--- src/rtl/mem_arbiter_pkg.sv ---
// Shared types for the instruction/data memory arbiter.
package mem_arbiter_pkg;

  typedef enum logic [1:0] {
    ARB_IDLE    = 2'd0,
    ARB_ACCESS  = 2'd1,
    ARB_RD_WAIT = 2'd2
  } arb_state_t;

  typedef enum logic {
    OWN_CPU = 1'b0,
    OWN_LDR = 1'b1
  } owner_t;

endpackage

--- src/rtl/mem_arbiter_if.sv ---
// Bundle of the CPU, loader and memory-side signals around the arbiter.
interface mem_arbiter_if #(
  parameter int AWIDTH = 5,
  parameter int DWIDTH = 8
);
  logic              cpu_req;
  logic              cpu_we;
  logic [AWIDTH-1:0] cpu_addr;
  logic [DWIDTH-1:0] cpu_wdata;
  logic              cpu_gnt;
  logic [DWIDTH-1:0] cpu_rdata;
  logic              cpu_rvalid;

  logic              ldr_req;
  logic              ldr_we;
  logic [AWIDTH-1:0] ldr_addr;
  logic [DWIDTH-1:0] ldr_wdata;
  logic              ldr_gnt;
  logic [DWIDTH-1:0] ldr_rdata;
  logic              ldr_rvalid;

  logic [AWIDTH-1:0] mem_addr;
  logic [DWIDTH-1:0] mem_wdata;
  logic              mem_rd;
  logic              mem_wr;
  logic [DWIDTH-1:0] mem_rdata;
  logic              busy;

  // Requesters and memory model side
  modport master (
    output cpu_req, cpu_we, cpu_addr, cpu_wdata,
    output ldr_req, ldr_we, ldr_addr, ldr_wdata,
    output mem_rdata,
    input  cpu_gnt, cpu_rdata, cpu_rvalid,
    input  ldr_gnt, ldr_rdata, ldr_rvalid,
    input  mem_addr, mem_wdata, mem_rd, mem_wr, busy
  );

  // Arbiter side
  modport slave (
    input  cpu_req, cpu_we, cpu_addr, cpu_wdata,
    input  ldr_req, ldr_we, ldr_addr, ldr_wdata,
    input  mem_rdata,
    output cpu_gnt, cpu_rdata, cpu_rvalid,
    output ldr_gnt, ldr_rdata, ldr_rvalid,
    output mem_addr, mem_wdata, mem_rd, mem_wr, busy
  );
endinterface

--- src/rtl/mem_arbiter_chk.sv ---
// Protocol checks on the arbiter's registered outputs.
module mem_arbiter_chk (
  input logic clk,
  input logic rst,
  input logic i_cpu_gnt,
  input logic i_ldr_gnt,
  input logic i_mem_rd,
  input logic i_mem_wr
);

  a_strobe_excl: assert property (@(posedge clk) disable iff (rst) !(i_mem_rd && i_mem_wr));
  a_gnt_onehot:  assert property (@(posedge clk) disable iff (rst) !(i_cpu_gnt && i_ldr_gnt));

endmodule

--- src/rtl/mem_arbiter_rr2.sv ---
// Two-requester round-robin picker; on a tie the side that did not win last goes.
module arb_rr2
  import mem_arbiter_pkg::*;
(
  input  logic [1:0] i_req,
  input  owner_t     i_rr_last,
  output owner_t     o_winner,
  output logic       o_valid
);

  // Bit 0 is the CPU, bit 1 is the loader
  always_comb begin
    o_winner = OWN_CPU;
    o_valid  = 1'b0;
    case (i_req)
      2'b01: begin
        o_winner = OWN_CPU;
        o_valid  = 1'b1;
      end
      2'b10: begin
        o_winner = OWN_LDR;
        o_valid  = 1'b1;
      end
      2'b11: begin
        o_winner = (i_rr_last == OWN_CPU) ? OWN_LDR : OWN_CPU;
        o_valid  = 1'b1;
      end
      default: begin
        o_winner = OWN_CPU;
        o_valid  = 1'b0;
      end
    endcase
  end

endmodule

--- src/rtl/mem_arbiter.sv ---
// Single-port memory arbiter between the CPU sequencer and the loader/debug port.
// One access at a time; grants, strobes and read returns are all registered.
module mem_arbiter
  import mem_arbiter_pkg::*;
#(
  parameter int AWIDTH = 5,
  parameter int DWIDTH = 8,
  parameter int RD_LAT = 1
) (
  input logic          clk,
  input logic          rst,
  mem_arbiter_if.slave bus
);

  localparam int              CW       = $clog2(RD_LAT + 1);
  localparam logic [CW-1:0]   CNT_LOAD = CW'(RD_LAT - 1);

  if (RD_LAT < 1) begin : g_rd_lat_chk
    $error("mem_arbiter: RD_LAT must be at least 1");
  end

  arb_state_t        r_state;
  owner_t            r_owner;
  owner_t            r_rr_last;
  logic              r_we;
  logic [CW-1:0]     r_cnt;
  logic              r_busy;
  logic              r_cpu_gnt;
  logic              r_ldr_gnt;
  logic [AWIDTH-1:0] r_mem_addr;
  logic [DWIDTH-1:0] r_mem_wdata;
  logic              r_mem_rd;
  logic              r_mem_wr;
  logic [DWIDTH-1:0] r_cpu_rdata;
  logic              r_cpu_rvalid;
  logic [DWIDTH-1:0] r_ldr_rdata;
  logic              r_ldr_rvalid;

  owner_t            w_winner;
  logic              w_valid;
  logic [AWIDTH-1:0] w_sel_addr;
  logic [DWIDTH-1:0] w_sel_wdata;
  logic              w_sel_we;
  logic              w_capture;

  arb_rr2 u_rr2 (
    .i_req     ({bus.ldr_req, bus.cpu_req}),
    .i_rr_last (r_rr_last),
    .o_winner  (w_winner),
    .o_valid   (w_valid)
  );

  // Winner's request fields and the read-data capture point
  always_comb begin
    w_sel_addr  = (w_winner == OWN_CPU) ? bus.cpu_addr  : bus.ldr_addr;
    w_sel_wdata = (w_winner == OWN_CPU) ? bus.cpu_wdata : bus.ldr_wdata;
    w_sel_we    = (w_winner == OWN_CPU) ? bus.cpu_we    : bus.ldr_we;
    w_capture   = ((r_state == ARB_ACCESS) && !r_we && (RD_LAT == 1)) ||
                  ((r_state == ARB_RD_WAIT) && (r_cnt == CW'(1)));
  end

  // Arbitration FSM with registered grants and memory strobes
  always_ff @(posedge clk or posedge rst) begin
    if (rst) begin
      r_state     <= ARB_IDLE;
      r_owner     <= OWN_CPU;
      r_rr_last   <= OWN_LDR;
      r_we        <= 1'b0;
      r_cnt       <= {CW{1'b0}};
      r_busy      <= 1'b0;
      r_cpu_gnt   <= 1'b0;
      r_ldr_gnt   <= 1'b0;
      r_mem_addr  <= {AWIDTH{1'b0}};
      r_mem_wdata <= {DWIDTH{1'b0}};
      r_mem_rd    <= 1'b0;
      r_mem_wr    <= 1'b0;
    end else begin
      r_cpu_gnt <= 1'b0;
      r_ldr_gnt <= 1'b0;
      case (r_state)
        ARB_IDLE: begin
          if (w_valid) begin
            r_state     <= ARB_ACCESS;
            r_owner     <= w_winner;
            r_rr_last   <= w_winner;
            r_we        <= w_sel_we;
            r_busy      <= 1'b1;
            r_mem_addr  <= w_sel_addr;
            r_mem_wdata <= w_sel_wdata;
            r_mem_wr    <= w_sel_we;
            r_mem_rd    <= !w_sel_we;
            r_cpu_gnt   <= (w_winner == OWN_CPU);
            r_ldr_gnt   <= (w_winner == OWN_LDR);
          end else begin
            r_busy   <= 1'b0;
            r_mem_rd <= 1'b0;
            r_mem_wr <= 1'b0;
          end
        end
        ARB_ACCESS: begin
          if (r_we || (RD_LAT == 1)) begin
            r_state  <= ARB_IDLE;
            r_busy   <= 1'b0;
            r_mem_wr <= 1'b0;
            r_mem_rd <= 1'b0;
          end else begin
            r_state <= ARB_RD_WAIT;
            r_cnt   <= CNT_LOAD;
          end
        end
        ARB_RD_WAIT: begin
          if (r_cnt == CW'(1)) begin
            r_state  <= ARB_IDLE;
            r_busy   <= 1'b0;
            r_mem_rd <= 1'b0;
          end else begin
            r_cnt <= r_cnt - CW'(1);
          end
        end
        default: begin
          r_state  <= ARB_IDLE;
          r_busy   <= 1'b0;
          r_mem_rd <= 1'b0;
          r_mem_wr <= 1'b0;
        end
      endcase
    end
  end

  // Read-data return to the owner only; the other side keeps its last value
  always_ff @(posedge clk or posedge rst) begin
    if (rst) begin
      r_cpu_rdata  <= {DWIDTH{1'b0}};
      r_cpu_rvalid <= 1'b0;
      r_ldr_rdata  <= {DWIDTH{1'b0}};
      r_ldr_rvalid <= 1'b0;
    end else begin
      r_cpu_rvalid <= 1'b0;
      r_ldr_rvalid <= 1'b0;
      if (w_capture && (r_owner == OWN_CPU)) begin
        r_cpu_rdata  <= bus.mem_rdata;
        r_cpu_rvalid <= 1'b1;
      end else if (w_capture) begin
        r_ldr_rdata  <= bus.mem_rdata;
        r_ldr_rvalid <= 1'b1;
      end else begin
        r_cpu_rdata <= r_cpu_rdata;
        r_ldr_rdata <= r_ldr_rdata;
      end
    end
  end

  assign bus.cpu_gnt    = r_cpu_gnt;
  assign bus.cpu_rdata  = r_cpu_rdata;
  assign bus.cpu_rvalid = r_cpu_rvalid;
  assign bus.ldr_gnt    = r_ldr_gnt;
  assign bus.ldr_rdata  = r_ldr_rdata;
  assign bus.ldr_rvalid = r_ldr_rvalid;
  assign bus.mem_addr   = r_mem_addr;
  assign bus.mem_wdata  = r_mem_wdata;
  assign bus.mem_rd     = r_mem_rd;
  assign bus.mem_wr     = r_mem_wr;
  assign bus.busy       = r_busy;

  mem_arbiter_chk u_chk (
    .clk       (clk),
    .rst       (rst),
    .i_cpu_gnt (r_cpu_gnt),
    .i_ldr_gnt (r_ldr_gnt),
    .i_mem_rd  (r_mem_rd),
    .i_mem_wr  (r_mem_wr)
  );

endmodule

--- src/flat_wrapper.sv ---
// flat-port wrapper written by rule: the top's interface ports become plain ports
module mem_arbiter_flat import mem_arbiter_pkg::*;
#(
  parameter int AWIDTH = 5,
  parameter int DWIDTH = 8,
  parameter int RD_LAT = 1
)
  (clk, rst, bus_cpu_req, bus_cpu_we, bus_cpu_addr, bus_cpu_wdata, bus_ldr_req, bus_ldr_we, bus_ldr_addr, bus_ldr_wdata, bus_mem_rdata, bus_cpu_gnt, bus_cpu_rdata, bus_cpu_rvalid, bus_ldr_gnt, bus_ldr_rdata, bus_ldr_rvalid, bus_mem_addr, bus_mem_wdata, bus_mem_rd, bus_mem_wr, bus_busy);
  mem_arbiter_if #(.AWIDTH(AWIDTH), .DWIDTH(DWIDTH)) bus_i ();
  input logic clk;
  input logic rst;
  input wire logic [$bits(bus_i.cpu_req)-1:0] bus_cpu_req;
  input wire logic [$bits(bus_i.cpu_we)-1:0] bus_cpu_we;
  input wire logic [$bits(bus_i.cpu_addr)-1:0] bus_cpu_addr;
  input wire logic [$bits(bus_i.cpu_wdata)-1:0] bus_cpu_wdata;
  input wire logic [$bits(bus_i.ldr_req)-1:0] bus_ldr_req;
  input wire logic [$bits(bus_i.ldr_we)-1:0] bus_ldr_we;
  input wire logic [$bits(bus_i.ldr_addr)-1:0] bus_ldr_addr;
  input wire logic [$bits(bus_i.ldr_wdata)-1:0] bus_ldr_wdata;
  input wire logic [$bits(bus_i.mem_rdata)-1:0] bus_mem_rdata;
  output wire logic [$bits(bus_i.cpu_gnt)-1:0] bus_cpu_gnt;
  output wire logic [$bits(bus_i.cpu_rdata)-1:0] bus_cpu_rdata;
  output wire logic [$bits(bus_i.cpu_rvalid)-1:0] bus_cpu_rvalid;
  output wire logic [$bits(bus_i.ldr_gnt)-1:0] bus_ldr_gnt;
  output wire logic [$bits(bus_i.ldr_rdata)-1:0] bus_ldr_rdata;
  output wire logic [$bits(bus_i.ldr_rvalid)-1:0] bus_ldr_rvalid;
  output wire logic [$bits(bus_i.mem_addr)-1:0] bus_mem_addr;
  output wire logic [$bits(bus_i.mem_wdata)-1:0] bus_mem_wdata;
  output wire logic [$bits(bus_i.mem_rd)-1:0] bus_mem_rd;
  output wire logic [$bits(bus_i.mem_wr)-1:0] bus_mem_wr;
  output wire logic [$bits(bus_i.busy)-1:0] bus_busy;
  assign bus_i.cpu_req = bus_cpu_req;
  assign bus_i.cpu_we = bus_cpu_we;
  assign bus_i.cpu_addr = bus_cpu_addr;
  assign bus_i.cpu_wdata = bus_cpu_wdata;
  assign bus_i.ldr_req = bus_ldr_req;
  assign bus_i.ldr_we = bus_ldr_we;
  assign bus_i.ldr_addr = bus_ldr_addr;
  assign bus_i.ldr_wdata = bus_ldr_wdata;
  assign bus_i.mem_rdata = bus_mem_rdata;
  assign bus_cpu_gnt = bus_i.cpu_gnt;
  assign bus_cpu_rdata = bus_i.cpu_rdata;
  assign bus_cpu_rvalid = bus_i.cpu_rvalid;
  assign bus_ldr_gnt = bus_i.ldr_gnt;
  assign bus_ldr_rdata = bus_i.ldr_rdata;
  assign bus_ldr_rvalid = bus_i.ldr_rvalid;
  assign bus_mem_addr = bus_i.mem_addr;
  assign bus_mem_wdata = bus_i.mem_wdata;
  assign bus_mem_rd = bus_i.mem_rd;
  assign bus_mem_wr = bus_i.mem_wr;
  assign bus_busy = bus_i.busy;
  mem_arbiter #(.AWIDTH(AWIDTH), .DWIDTH(DWIDTH), .RD_LAT(RD_LAT)) u_core (.clk(clk), .rst(rst), .bus(bus_i));
endmodule
--- config.mk ---
export PLATFORM = sky130hd
export DESIGN_NAME = mem_arbiter_flat
export DESIGN_NICKNAME = d
export VERILOG_FILES = /design/src/rtl/mem_arbiter_pkg.sv /design/src/rtl/mem_arbiter_if.sv /design/src/rtl/mem_arbiter_chk.sv /design/src/rtl/mem_arbiter_rr2.sv /design/src/rtl/mem_arbiter.sv /design/src/flat_wrapper.sv
export SDC_FILE = /design/constraint.sdc
export NUM_CORES = 1
export LEC_CHECK = 0
export BUFFER_PORTS_ARGS = -buffer_cell sky130_fd_sc_hd__buf_2
export CORE_ASPECT_RATIO = 2
export CORE_MARGIN = 2
export CORE_UTILIZATION = 48
export CTS_CLUSTER_SIZE = 20
export DETAILED_ROUTE_END_ITERATION = 8
export PLACE_DENSITY = 0.95
export SKIP_LAST_GASP = 1
export SLEW_MARGIN = 40
export SYNTH_ARGS = -nofsm -noshare
export SYNTH_HDL_FRONTEND = slang
export SYNTH_SLANG_ARGS = --single-unit
export TNS_END_PERCENT = 50
--- constraint.sdc ---
create_clock -name clk -period 2.85 [get_ports clk]
set_input_delay 0.285 -clock clk [delete_from_list [all_inputs] [get_ports clk]]
set_output_delay 0.285 -clock clk [all_outputs]
set_load 0.1 [all_outputs]
# After elaboration in Yosys (flattened, before gate mapping)
# Index checks and enable logic that the tools add are counted.
# totals
ff_bits	42
output_inout_bits	36
word_cells	62
# op_classes
n_addsub	1
n_eq_ne	7
muxes	24
bitwise_logic	3
reduce_logical	11
# op_table
operator	n
$mux 1	15
$mux 8	1
$pmux 1 s2	4
$eq 2x2->1 const B	3
$reduce_and 2->1	3
$mux 5	1
$eq 2x1->1 const B	2
$mux 2	2
$pmux 2 s2	1
$logic_and 1x1->1	3
$not 1->1	3
$reduce_or 3->1	1
$logic_not 1->1	2
$logic_not 2->1	1
$ne 2x1->1 const B	1
$ne 2x2->1 const B	1
$logic_or 1x1->1	1
$sub 1x1->1 const B	1

# Logic depth before layout (Yosys ltp)
# Gate-level depths: netlist of run 1.
# depth
depth_word	6
ltp_mapped	5
mapped_depth_nobuf	4

# Hierarchy
# Synthesis of run 1 repeated with hierarchy kept, for this count alone.
# unflattened
cells_unflattened	104
hier_area_um2	1684.1
# by_module_without_submodules
mod	instances	cells_each	area_per_inst_um2
mem_arbiter	1	102	1670.4
arb_rr2	1	2	13.8

# Worst setup path after synthesis of run 1
# OpenSTA, ideal clock, no wires.
# synth_path
path_kind	reg-to-reg
startpoint	register u_core.bus.ldr_rdata[0] (netlist name)
endpoint	register u_core.r_ldr_rdata[0], in the netlist u_core.bus.ldr_rdata[0]
setup_ns	0.126
t_arrival_ns	1.134
path_slack_ns	1.590
stages_incl_launch_ff	2
period_less_slack_ns	1.260
path_cell_list	dfrtp_1 -> mux2_2
# synth_lines
item	line_no	source
end signal: assignment	mem_arbiter.sv:135	r_ldr_rdata <= {DWIDTH{1'b0}};
end signal: assignment	mem_arbiter.sv:144	r_ldr_rdata <= bus.mem_rdata;
end signal: assignment	mem_arbiter.sv:148	r_ldr_rdata <= r_ldr_rdata;
end: declaration	mem_arbiter.sv:36	logic [DWIDTH-1:0] r_ldr_rdata;

# Final worst setup path of run 1
# layout_path
startpoint	register u_core.r_rr_last
endpoint	register u_core.r_we
# layout_via
elab_chain_len	3
# layout_lines
item	line_no	source
start: declaration	mem_arbiter.sv:24	owner_t r_rr_last;
start signal: assignment	mem_arbiter.sv:85	r_rr_last <= w_winner;
$mux 1	mem_arbiter_rr2.sv:25	o_winner = (i_rr_last == OWN_CPU) ? OWN_LDR : OWN_CPU;
$pmux 1 s2	mem_arbiter_rr2.sv:15	case (i_req)
$mux 1	mem_arbiter.sv:57	w_sel_we = (w_winner == OWN_CPU) ? bus.cpu_we : bus.ldr_we;
end signal: assignment	mem_arbiter.sv:86	r_we <= w_sel_we;
end: declaration	mem_arbiter.sv:25	logic r_we;
# Every way passes these cells.
# A chain may end at the register's enable or synchronous reset.

==> results of run 1 <==
per-layer routing:
metal / vias to the layer above / GRT usage / routed length [um]
li1: 601 / - / -
met1: 598 / 0.2098 / 1182
met2: 62 / 0.3755 / 2013
met3: 7 / 0.04894 / 201
met4: 0 / 0.09642 / 72
met5: - / 0 / 0
cells by family (layout without fill, tap and decap cells):
logic type,count (synthesis),count (layout),synth area share
buffers and inverters,9,89,0.02623
and+or+nand+nor,33,33,0.09301
AOI/OAI and AO/OA,33,33,0.1232
DFF,40,40,0.6367
muxes,17,17,0.1208
final cells by class:
type / instances / area (um2) / share of cell area
inverters: 5 / 18.77 / 0.009085
multi-input cells: 83 / 530.5 / 0.2568
well taps: 31 / 38.79 / 0.01878
clock buffers: 6 / 82.58 / 0.03998
flip-flops and latches: 40 / 1002 / 0.4852
clock inverters: 2 / 10.01 / 0.004846
repair buffers: 76 / 382.9 / 0.1853
cells in the final DEF, fill, tap and decap left out, drive strengths merged, types with 2 or more instances in the layout:
cell	synthesis	layout
a21oi	28	28
dfrtp	39	39
inv	5	5
nor2	17	17
nand2	13	13
clkbuf	0	6
clkinv	0	2
mux2	16	16
buf	4	76
final timing paths:
path | end | cells past startpoint | slack, ps
max in group asynchronous | u_core.r_rr_last$_DFFE_PP1P_ | 3 | 2380
min in group clk | u_core.bus.mem_addr[2]$_DFFE_PP0P_ | 3 | 220
worst min-delay path | u_core.bus.mem_wdata[5]$_DFFE_PP0P_ | 3 | 100
worst min register to register | u_core.bus.cpu_rdata[1]$_DFFE_PP0P_ | 1 | 500
worst max register to register | u_core.r_we$_DFFE_PP0P_ | 3 | 1400
worst max-delay path | u_core.r_we$_DFFE_PP0P_ | 3 | 1400
per-stage QoR:
stage	setup WS (ps)	util	area, um2	instances	hold slack [ps]
4_1_cts	1403	0.6544	2066	243	113.6
6_report	1399	0.6544	2066	243	97.03
2_1_floorplan	1590	-	1574	132	355.0
3_3_place_gp	1488	0.6251	1973	235	420.5
5_1_grt	1280	0.6544	2066	243	142.8
3_5_place_dp	1410	0.6251	1973	235	428.2
worst register-to-register path, cell delays in order (launching register included):
cell and delay (ps):
dfstp_2 570, a21bo_2 330, mux2i_1 330, a21oi_1 110
state kept, by name, indices dropped and copies added (netlist names), 5 cells and up:
signal,cells
u_core.bus.ldr_rdata,8
u_core.bus.mem_wdata,8
u_core.bus.cpu_rdata,8
u_core.bus.mem_addr,5
==> results.md, run 1 <==
- Syn avg cell area: 11.92 um2
- Post-synth EDFFs: 0
- Detailed Routing Iterations Pass 1: 4
- Most common cell in the netlist: dfrtp_1
- Max Cap Viol: 0
- Slew Limit Headroom: 0.6088
- Worst slew pin tran: 583.3 ps
- Biggest area consumer among synthesized cells: dfrtp_1
- Primary FF master, synth: dfrtp_1
- CTS tree: yes
- Post_cts resized: 0
- First-pass GRT wire length: 5.768 mm
- Setup tns final: 0 ps
- RSZ-0062 raised after global routing: false
- Initial antenna violation count: 0
- Clock Pin Slew Worst Setup and Hold Paths: 80 ps
- Post-synthesis instance area: 1574 um2
- Total Routed Length: 3.469 mm
- Highest Clock Rate: 689.0 MHz
- Post-synth ARST share: 1.000
- WP buf/inv: 0
- Gpl congestion: 0.7403
- Synth-to-Final Area Change: 31.24%
- Fillcell total: 252
- Clock buffer count from CTS: 5
- Core area: 3157 um2
- Critical path's slowest cell: dfstp_2
- YS warnings: 0
- Sequential-to-total area share from yosys stat: 0.6367
- Critical Path Source: u_core.r_rr_last$_DFFE_PP1P_
- Post-DP HPWL: 2.624 mm
- Commonest cells in the netlist: dfrtp_1 (39), a21oi_1 (28), nor2_1 (17)
- Synth Register Bits: 40
- # rows: 29
- Total grt overflow: 0
- Crit path kind: reg2reg
- Die height: 84.98 um
- Yosys top cell area share: 0.6200
- CTS Sinks: 40
- Critical path arrival: 1620 ps
- Deepest clock path buffer count: 2
- Pins Over Slew Limit: 0
- Final Critical Period: 1451 ps
- Crit start category: flip-flop
- Critical path capture point type: flip-flop
- Post-DRT Antenna Nets: 0
- Worst flop-to-flop path startpoint: u_core.r_rr_last$_DFFE_PP1P_
- Crit-path max cell delay: 570 ps
- Die Span X: 44.49 um
- Initial DRC Count: 21
- Routed WL per cell: 14.28 um
- GRT Util Overall: 0.2078
- Initial Util: 0.4986
- Critical Path RT: 3020 ps
- Post-route DRC: 0
- Largest net degree at the start of global routing: 41
- Synth unique cells: 19
- Vias per std cell: 5.218
- Vias in the first global route: 1297
- Antenna cells: 0
- Setup violations, final: 0
- Layout cells sized above 1: 0.5094
- CTS Hold Bufs: 0
- IO buf count: 75
- # nets final: 251
- Setup Buffers After CTS: 0
- Largest cells by area after synthesis: dfrtp_1 (62%), mux2_2 (11%), a21oi_1 (8.9%), nor2_1 (4.1%), nand2_1 (3.1%)
- CP delay by family, top: flip-flops
- Final period util: 0.5092
- Final Hold Fails: 0
- Cells after Synth: 132
- Die ar.: 3781 um2
- Clk root buf: clkbuf_8
- Status: finished clean
- Num ports: 76
- Clk_lat worst skew: 290 ps
- Routed vias: 1268
- Syn Nets: 172
- CTS H-Tree Depth: 2
- Worst Path Max Fanout: 15
- Crit-path cells: a21bo_2 -> mux2i_1 -> a21oi_1
- HP Class: in2async
- Clock Skews: 5.562 ps
Power of run 1 is left out: the tool's default activity adds up to more than one toggle a clock period on the data nets, which glitch-free logic cannot reach.
==> run 2: changes to the inputs <==
--- a/config.mk
+++ b/config.mk
@@ -5,13 +5,14 @@
 export SDC_FILE = /design/constraint.sdc
 export NUM_CORES = 1
 export LEC_CHECK = 0
+export ABC_AREA = 1
 export BUFFER_PORTS_ARGS = -buffer_cell sky130_fd_sc_hd__buf_2
 export CORE_ASPECT_RATIO = 2
 export CORE_MARGIN = 2
-export CORE_UTILIZATION = 48
+export CORE_UTILIZATION = 43
 export CTS_CLUSTER_SIZE = 20
 export DETAILED_ROUTE_END_ITERATION = 8
-export PLACE_DENSITY = 0.95
+export PLACE_DENSITY = 0.88
 export SKIP_LAST_GASP = 1
 export SLEW_MARGIN = 40
 export SYNTH_ARGS = -nofsm -noshare
==> constraint.sdc (replaced) <==
create_clock -name clk -period 1.3 [get_ports clk]
set_input_delay 0.13 -clock clk [delete_from_list [all_inputs] [get_ports clk]]
set_output_delay 0.13 -clock clk [all_outputs]
set_load 0.1 [all_outputs]
==> run 2 against run 1 <==
  * Utilization is 7.1 points lower
  * Critical endpoint is now bus_mem_wdata[3]
  * Worst hold slack better by 21 ps
  * Die area is 28% higher
==> results.md, run 2 <==
- Fillcell total: 375 (was 252)
- Synth-to-Final Area Change: 29.46% (was 31.24%)
- # rows: 33 (was 29)
- P per Cell Area: 2774 nW/um2
- Biggest area consumer among synthesized cells: dfrtp_1 (unchanged)
- Final period util: 0.9519
- CTS H-Tree Depth: 2 (unchanged)
- Most common cell after layout, fill and taps aside: buf_2 (unchanged)
- Largest cells by area after synthesis: dfrtp_1 (53%), nand2_1 (12%), inv_1 (8.8%), nand3_1 (7.6%), o21ai_2 (7.6%) (was dfrtp_1 (62%), mux2_2 (11%), a21oi_1 (8.9%), nor2_1 (4.1%), nand2_1 (3.1%))
- Post-DP HPWL: 2.939 mm (was 2.624 mm)
- Clock Skews: 6.660 ps (was 5.562 ps)
- Antenna cells: 0 (unchanged)
- Initial DRC Count: 37 (was 21)
- Seq pwr share: 0.275
- Die height: 96.59 um (was 84.98 um)
- CP delay by family, top: buffers and inverters (was flip-flops)
- CTS Sinks: 40 (unchanged)
- Routed WL per cell: 11.08 um (was 14.28 um)
- Crit path kind: reg2out (was reg2reg)
- Slew Limit Headroom: 0.6706 (was 0.6088)
- Critical path arrival: 1110 ps (was 1620 ps)
- Cells after Synth: 207 (was 132)
- FF+latch area: 1002 um2 (unchanged)
- Worst Path Max Fanout: 2 (was 15)
- CTS tree: yes (unchanged)
- Core area: 4088 um2 (was 3157 um2)
- Crit start category: flip-flop (unchanged)
- Total Routed Length: 3.766 mm (was 3.469 mm)
- Net switching power: 0.003856 W
- Simple-Gate Fraction of Synth Area: 0.2390 (was 0.09300)
- Hold Path Stages: 4
- Clk network pwr share: 0.148
- Worst Reg2Reg Path Length in Cells: 5 (was 3)
- # nets final: 327 (was 251)
- Pins Over Slew Limit: 0 (unchanged)
- Syn Nets: 247 (was 172)
- Mux contribution to synthesized area: 0 (was 0.1208)
- CP Depth: 1 (was 3)
- Yosys top cell area share: 0.5295 (was 0.6200)
- Max Cap Viol: 0 (unchanged)
- Clk root buf: clkbuf_8 (unchanged)
- Initial Util: 0.4509 (was 0.4986)
- Setup tns final: 0 ps (unchanged)
- Deepest clock path buffer count: 2 (unchanged)
- First-pass GRT wire length: 6.492 mm (was 5.768 mm)
- Critical path capture point type: output pin (was flip-flop)
- Peak VDD IR: 1.735 mV
- Status: finished clean (unchanged)
- YS warnings: 0 (unchanged)
- Most frequent cells in the layout: buf_2 (75), nand2_1 (61), inv_1 (42), dfrtp_1 (39), nand3_1 (28) (was buf_2 (75), dfrtp_1 (39), a21oi_1 (28), nor2_1 (17), mux2_2 (16))
- Gpl congestion: 0.7792 (was 0.7403)
- Switching Fraction: 0.5825
- Synth unique cells: 16 (was 19)
- RSZ-0062 raised after global routing: false (unchanged)
- Critical Path RT: 1170 ps (was 3020 ps)
- Post-DRT Antenna Nets: 0 (unchanged)
- Worst slew pin tran: 491.0 ps (was 583.3 ps)
- Largest net degree at the start of global routing: 18 (was 41)
- Static Leak: 1.425 nW
- Routed vias: 1558 (was 1268)
- Post-Layout Cell Count: 340 (was 243)
- Post-synthesis instance area: 1843 um2 (was 1574 um2)
- HP Class: in2reg (was in2async)
- Post-route DRC: 0 (unchanged)
- Total grt overflow: 0 (unchanged)
- Most common cell in the netlist: nand2_1 (was dfrtp_1)
- Main combinational cell family by area after synthesis: simple AND/OR/NAND/NOR gates (was compound AO/OA/AOI/OAI gates)
- Die Span X: 50.30 um (was 44.49 um)
- Synth Register Bits: 40 (unchanged)
- Adder-cell share of the synthesized area: 0 (unchanged)
- Setup violations, final: 0 (unchanged)
- IO buf count: 75 (unchanged)
- Highest Clock Rate: 808.1 MHz
- Detailed Routing Iterations Pass 1: 4 (unchanged)
- Sequential-to-total area share from yosys stat: 0.5438 (was 0.6367)
- GRT Util Overall: 0.1775 (was 0.2078)
- Combinational share of power: 0.577
- Post-synth EDFFs: 0 (unchanged)
- Primary FF master, synth: dfrtp_1 (unchanged)
- WP buf/inv: 1 (was 0)
- Die ar.: 4858 um2 (was 3781 um2)
- Clk_lat worst skew: 290 ps (about the same)
- Final Hold Fails: 0 (unchanged)
- Vias per std cell: 4.582 (was 5.218)
- Syn avg cell area: 8.903 um2 (was 11.92 um2)
- Crit-path cells: buf_2 (was a21bo_2 -> mux2i_1 -> a21oi_1)
- Commonest cells in the netlist: nand2_1 (61), inv_1 (43), dfrtp_1 (39) (was dfrtp_1 (39), a21oi_1 (28), nor2_1 (17))
- Post-synthesis compound-gate area fraction: 0.08826 (was 0.1232)
- Clock Pin Slew Worst Setup and Hold Paths: 70 ps (was 80 ps)
- Layout cells sized above 1: 0.3889 (was 0.5094)
- Critical path's slowest cell: buf_2 (was dfstp_2)
- Multi-input logic area: 608.1 um2 (was 530.5 um2)
- Vias in the first global route: 1551 (was 1297)
- Num ports: 76 (unchanged)
- Placed insts: 331 (was 235)
- Clock buffer count from CTS: 5 (unchanged)
- Final Critical Period: 1238 ps
- Post-synth ARST share: 1.000 (unchanged)
- Initial antenna violation count: 0 (unchanged)
- Crit-path max cell delay: 440 ps (was 570 ps)
- Synth Area in XOR/XNOR: 0 (unchanged)
- Final core utilization: 0.5837 (was 0.6544)
- Int Pwr: 0.002763 W
run 2: cell types whose count changed in the layout (fill, tap and decap cells not counted), moves of 2 or more:
cell | previous run | this run
a21oi_2 | 0 | 2
nor2_4 | 0 | 2
a21oi_1 | 28 | 0
inv_2 | 2 | 0
o21ai_2 | 0 | 16
nand2_1 | 13 | 61
nand3_4 | 0 | 2
nand3_1 | 0 | 28
mux2_2 | 16 | 0
nor2_1 | 17 | 2
inv_1 | 3 | 42
buf_4 | 1 | 4
run 2: path summary, 6_finish.rpt:
check                                                          from                             endpoint  slack, ps
worst max-delay path            u_core.bus.mem_wdata[3]$_DFFE_PP0P_                     bus_mem_wdata[3]         60
worst min-delay path                                     bus_cpu_we          u_core.bus.mem_rd$_DFF_PP0_        120
worst max register to register         u_core.r_rr_last$_DFFE_PP1P_              u_core.r_we$_DFFE_PP0P_        110
worst min register to register         u_core.r_rr_last$_DFFE_PP1P_         u_core.r_rr_last$_DFFE_PP1P_        470
max in group asynchronous                                       rst      u_core.bus.ldr_rvalid$_DFF_PP0_        440
min in group asynchronous                                       rst  u_core.bus.mem_wdata[2]$_DFFE_PP0P_        340
run 2: logic make-up (layout without fill, tap and decap cells):
kind of cell | Yosys count | count (layout)
and+or+nand+nor | 96 | 96
DFF | 40 | 40
buffers and inverters | 52 | 133
AOI/OAI and AO/OA | 19 | 19
run 2: power by group through the flow:
stage,Sequential (W),Combinational (W),Clock (W)
after floorplan,0.00446,0.000642,0
after global placement,0.00183,0.00381,0
after detailed placement,0.00184,0.00384,0
after CTS,0.00182,0.00384,0.00101
after global routing,0.00186,0.00399,0.00107
final,0.00182,0.00382,0.000977
run 2: metal layers:
metal  share of wire  GRT usage
met1            0.36     0.1774
met2            0.54     0.3224
met3           0.072    0.04615
met4           0.023     0.1059
met5               0          0
run 2: area by class of cell:
| class | instances | share of cell area |
|---|---|---|
| flip-flops and latches | 40 | 0.4200 |
| repair buffers | 81 | 0.1825 |
| clock inverters | 2 | 0.01468 |
| multi-input cells | 115 | 0.2549 |
| clock buffers | 6 | 0.03041 |
| inverters | 44 | 0.07027 |
| well taps | 52 | 0.02727 |
run 2: through the flow:
step | power [W] | instance area, um2 | hold slack [ps] | setup slack [ps]
floorplan | 0.005102 | 1843 | 257.1 | 110.0
global placement | 0.005635 | 2263 | 104.1 | 112.8
detailed placement | 0.005681 | 2263 | 111.4 | 72.61
CTS | 0.006670 | 2381 | 106.4 | 54.26
global route | 0.006920 | 2386 | 119.0 | 9.914
finish | 0.006619 | 2386 | 117.8 | 62.47
run 2: timing repair:
action | in CTS | in global routing
hold endpoints to repair | 11 | 0
hold buffers | 1 | 0
buffers inserted | 0 | 0
gates resized for setup | 0 | 1
setup endpoints to repair | 0 | 2
(Power assumes the default switching activity.)
==> run 3: changes to the inputs <==
--- a/config.mk
+++ b/config.mk
@@ -6,7 +6,7 @@
 export NUM_CORES = 1
 export LEC_CHECK = 0
 export ABC_AREA = 1
-export BUFFER_PORTS_ARGS = -buffer_cell sky130_fd_sc_hd__buf_2
+export BUFFER_PORTS_ARGS = -buffer_cell sky130_fd_sc_hd__buf_4
 export CORE_ASPECT_RATIO = 2
 export CORE_MARGIN = 2
 export CORE_UTILIZATION = 43
==> run 3 against run 2 <==
  * Setup slack worse by 1.1 ps
  * Sequential share of layout area is 2.5 points lower
  * Critical path depth is 4 higher
  * Global-route usage is 0.27 points higher
  * Flip-flop and latch count stayed put
  * Final cell count is 0.59% lower
  * Critical path type is now reg2reg
  * Critical endpoint is now u_core.r_we$_DFFE_PP0P_
==> results.md, run 3 (synthesized netlist as in run 2, its figures left out) <==
- Status: finished clean (unchanged)
- # rows: 33 (unchanged)
- Met3 GRT Util: 0.03538 (was 0.04615)
- Total Routed Length: 3.981 mm (was 3.766 mm)
- Crit-path max cell delay: 540 ps (was 440 ps)
- Most frequent cells in the layout: buf_4 (77), nand2_1 (61), inv_1 (42), dfrtp_1 (39), nand3_1 (28) (was buf_2 (75), nand2_1 (61), inv_1 (42), dfrtp_1 (39), nand3_1 (28))
- Post-DP HPWL: 3.088 mm (was 2.939 mm)
- Met2 usage: 0.3388 (was 0.3224)
- Detailed Routing Iterations Pass 1: 5 (was 4)
- RSZ-0062 raised after global routing: false (unchanged)
- Clock Skews: 4.341 ps (was 6.660 ps)
- Hold endpoint: u_core.r_state[0]$_DFFE_PP0P_ (was u_core.bus.mem_rd$_DFF_PP0_)
- Non-Filler Cell Area, Final: 2536 um2 (was 2386 um2)
- Hold Path Stages: 3 (was 4)
- Final core utilization: 0.6204 (was 0.5837)
- Synth-to-Final Area Change: 37.61% (was 29.46%)
- Final worst slack: 61.36 ps (was 62.47 ps)
- Core area: 4088 um2 (unchanged)
- Final Critical Period: 1239 ps (was 1238 ps)
- Worst Reg2Reg Path Length in Cells: 5 (unchanged)
- Post-route DRC: 0 (unchanged)
- Max Cap Viol: 0 (unchanged)
- WP buf/inv: 0 (was 1)
- Initial antenna violation count: 0 (unchanged)
- Critical path arrival: 1410 ps (was 1110 ps)
- Clock Pin Slew Worst Setup and Hold Paths: 70 ps (about the same)
- Worst slew pin tran: 316.4 ps (was 491.0 ps)
- Die Span X: 50.30 um (unchanged)
- Routed WL per cell: 11.78 um (was 11.08 um)
- Setup violations, final: 0 (unchanged)
- Overall power: 0.006733 W (was 0.006619 W)
- Num ports: 76 (unchanged)
- Most common cell after layout, fill and taps aside: buf_4 (was buf_2)
- Antenna cells: 0 (unchanged)
- CTS tree: yes (unchanged)
- Total grt overflow: 0 (unchanged)
- Layout cells sized above 1: 0.3811 (was 0.3889)
- Setup tns final: 0 ps (unchanged)
- Post_cts resized: 0 (unchanged)
- Most used cell, CP: nand2_1
- # nets final: 325 (was 327)
- P per Cell Area: 2655 nW/um2 (was 2774 nW/um2)
- Deepest clock path buffer count: 2 (unchanged)
- CP delay by family, top: simple AND/OR/NAND/NOR gates (was buffers and inverters)
- Post-DRT Antenna Nets: 0 (unchanged)
- Initial Util: 0.4509 (unchanged)
- Critical path capture point type: flip-flop (was output pin)
- Static Leak: 1.459 nW (was 1.425 nW)
- Vias per std cell: 4.710 (was 4.582)
- CTS Sinks: 40 (unchanged)
- Crit-path cells: nand2_1 -> nand2_2 -> nand2_1 -> nand3_1 -> nand2_1 (was buf_2)
- Final period util: 0.9528 (was 0.9519)
- Critical Path RT: 1480 ps (was 1170 ps)
- Crit path kind: reg2reg (was reg2out)
- RR Endpoint: u_core.r_we$_DFFE_PP0P_ (unchanged)
- Busiest layer in global routing: met2 (unchanged)
- CTS H-Tree Depth: 2 (unchanged)
- Peak VDD IR: 1.628 mV (was 1.735 mV)
- Clk root buf: clkbuf_8 (unchanged)
- GRT Util Overall: 0.1801 (was 0.1775)
- Crit start category: flip-flop (unchanged)
- HP Class: in2reg (unchanged)
- Setup Buffers After CTS: 0 (unchanged)
- Hold path startpoint: bus_cpu_req (was bus_cpu_we)
- Die height: 96.59 um (unchanged)
- First-pass GRT wire length: 6.617 mm (was 6.492 mm)
- Initial DRC Count: 31 (was 37)
- Gpl congestion: 0.7996 (was 0.7792)
- Critical path's slowest cell: dfstp_2 (was buf_2)
- Worst flop-to-flop path startpoint: u_core.r_rr_last$_DFFE_PP1P_ (unchanged)
- Clock buffer count from CTS: 5 (unchanged)
- R2R Setup Slk: 60 ps (was 110 ps)
- Vias in the first global route: 1534 (was 1551)
- Die ar.: 4858 um2 (unchanged)
- Highest Clock Rate: 807.3 MHz (was 808.1 MHz)
- Pre-CTS WS: 65.78 ps (was 72.61 ps)
- Slew Limit Headroom: 0.7890 (was 0.6706)
- DP Area: 2436 um2 (was 2263 um2)
- Final Hold Fails: 0 (unchanged)
- Largest net degree at the start of global routing: 41 (was 18)
- Routed vias: 1592 (was 1558)
- IO buf count: 75 (unchanged)
- GRT met1 Usage: 0.1847 (was 0.1774)
- Worst Path Max Fanout: 15 (was 2)
- Clk_lat worst skew: 280 ps (was 290 ps)
- Pins Over Slew Limit: 0 (unchanged)
[run 3: worst register-to-register path: stages (launching register included)]
cell     delay [ps]
dfstp_2         540
nand2_1          80
nand2_2         220
nand2_1         140
nand3_1         110
nand2_1          50
[run 3: how the worst max path moves through the flow]
stage                                         from                             endpoint  slack, ps  cells past startpoint
2_1_floorplan  u_core.bus.cpu_rdata[0]$_DFFE_PP0P_  u_core.bus.cpu_rdata[0]$_DFFE_PP0P_        110                      2
3_3_place_gp          u_core.r_rr_last$_DFFE_PP1P_              u_core.r_we$_DFFE_PP0P_        120                      5
3_5_place_dp          u_core.r_rr_last$_DFFE_PP1P_              u_core.r_we$_DFFE_PP0P_         70                      5
4_1_cts               u_core.r_rr_last$_DFFE_PP1P_              u_core.r_we$_DFFE_PP0P_         50                      5
5_1_grt               u_core.r_rr_last$_DFFE_PP1P_           u_core.r_owner$_DFFE_PP0P_          1                      5
6_report              u_core.r_rr_last$_DFFE_PP1P_              u_core.r_we$_DFFE_PP0P_         60                      5
[run 3: final cells by class]
| type | count | area [um2] |
|---|---|---|
| flip-flops and latches | 40 | 1002 |
| repair buffers | 79 | 608.1 |
| fillers | 355 | 1551 |
| clock buffers | 8 | 90.09 |
| inverters | 44 | 167.7 |
| well taps | 52 | 65.06 |
| multi-input cells | 115 | 603.1 |
[run 3: report_power, final]
| group | internal, W | switching [W] |
|---|---|---|
| registers | 0.00163 | 0.000219 |
| logic | 0.000804 | 0.00326 |
| clock network | 0.000432 | 0.000388 |
[run 3: repair_timing]
action / CTS / global route
hold buffers: 1 / 0
endpoints found under the hold margin: 39 / 0
endpoints found under the setup margin: 0 / 0
[run 3: per-layer routing]
metal  vias up  wire [um]
met2        55       2308
li1        780          -
met5         -          0
met1       749       1380
met4         0         91
met3         8        201
[run 3: metrics by stage]
step | std cells | hold slack, ps
global route | 338 | 120.6
CTS | 338 | 100.2
detailed placement | 329 | 187.4
floorplan | 207 | 257.1
finish | 338 | 104.0
global placement | 329 | 177.0
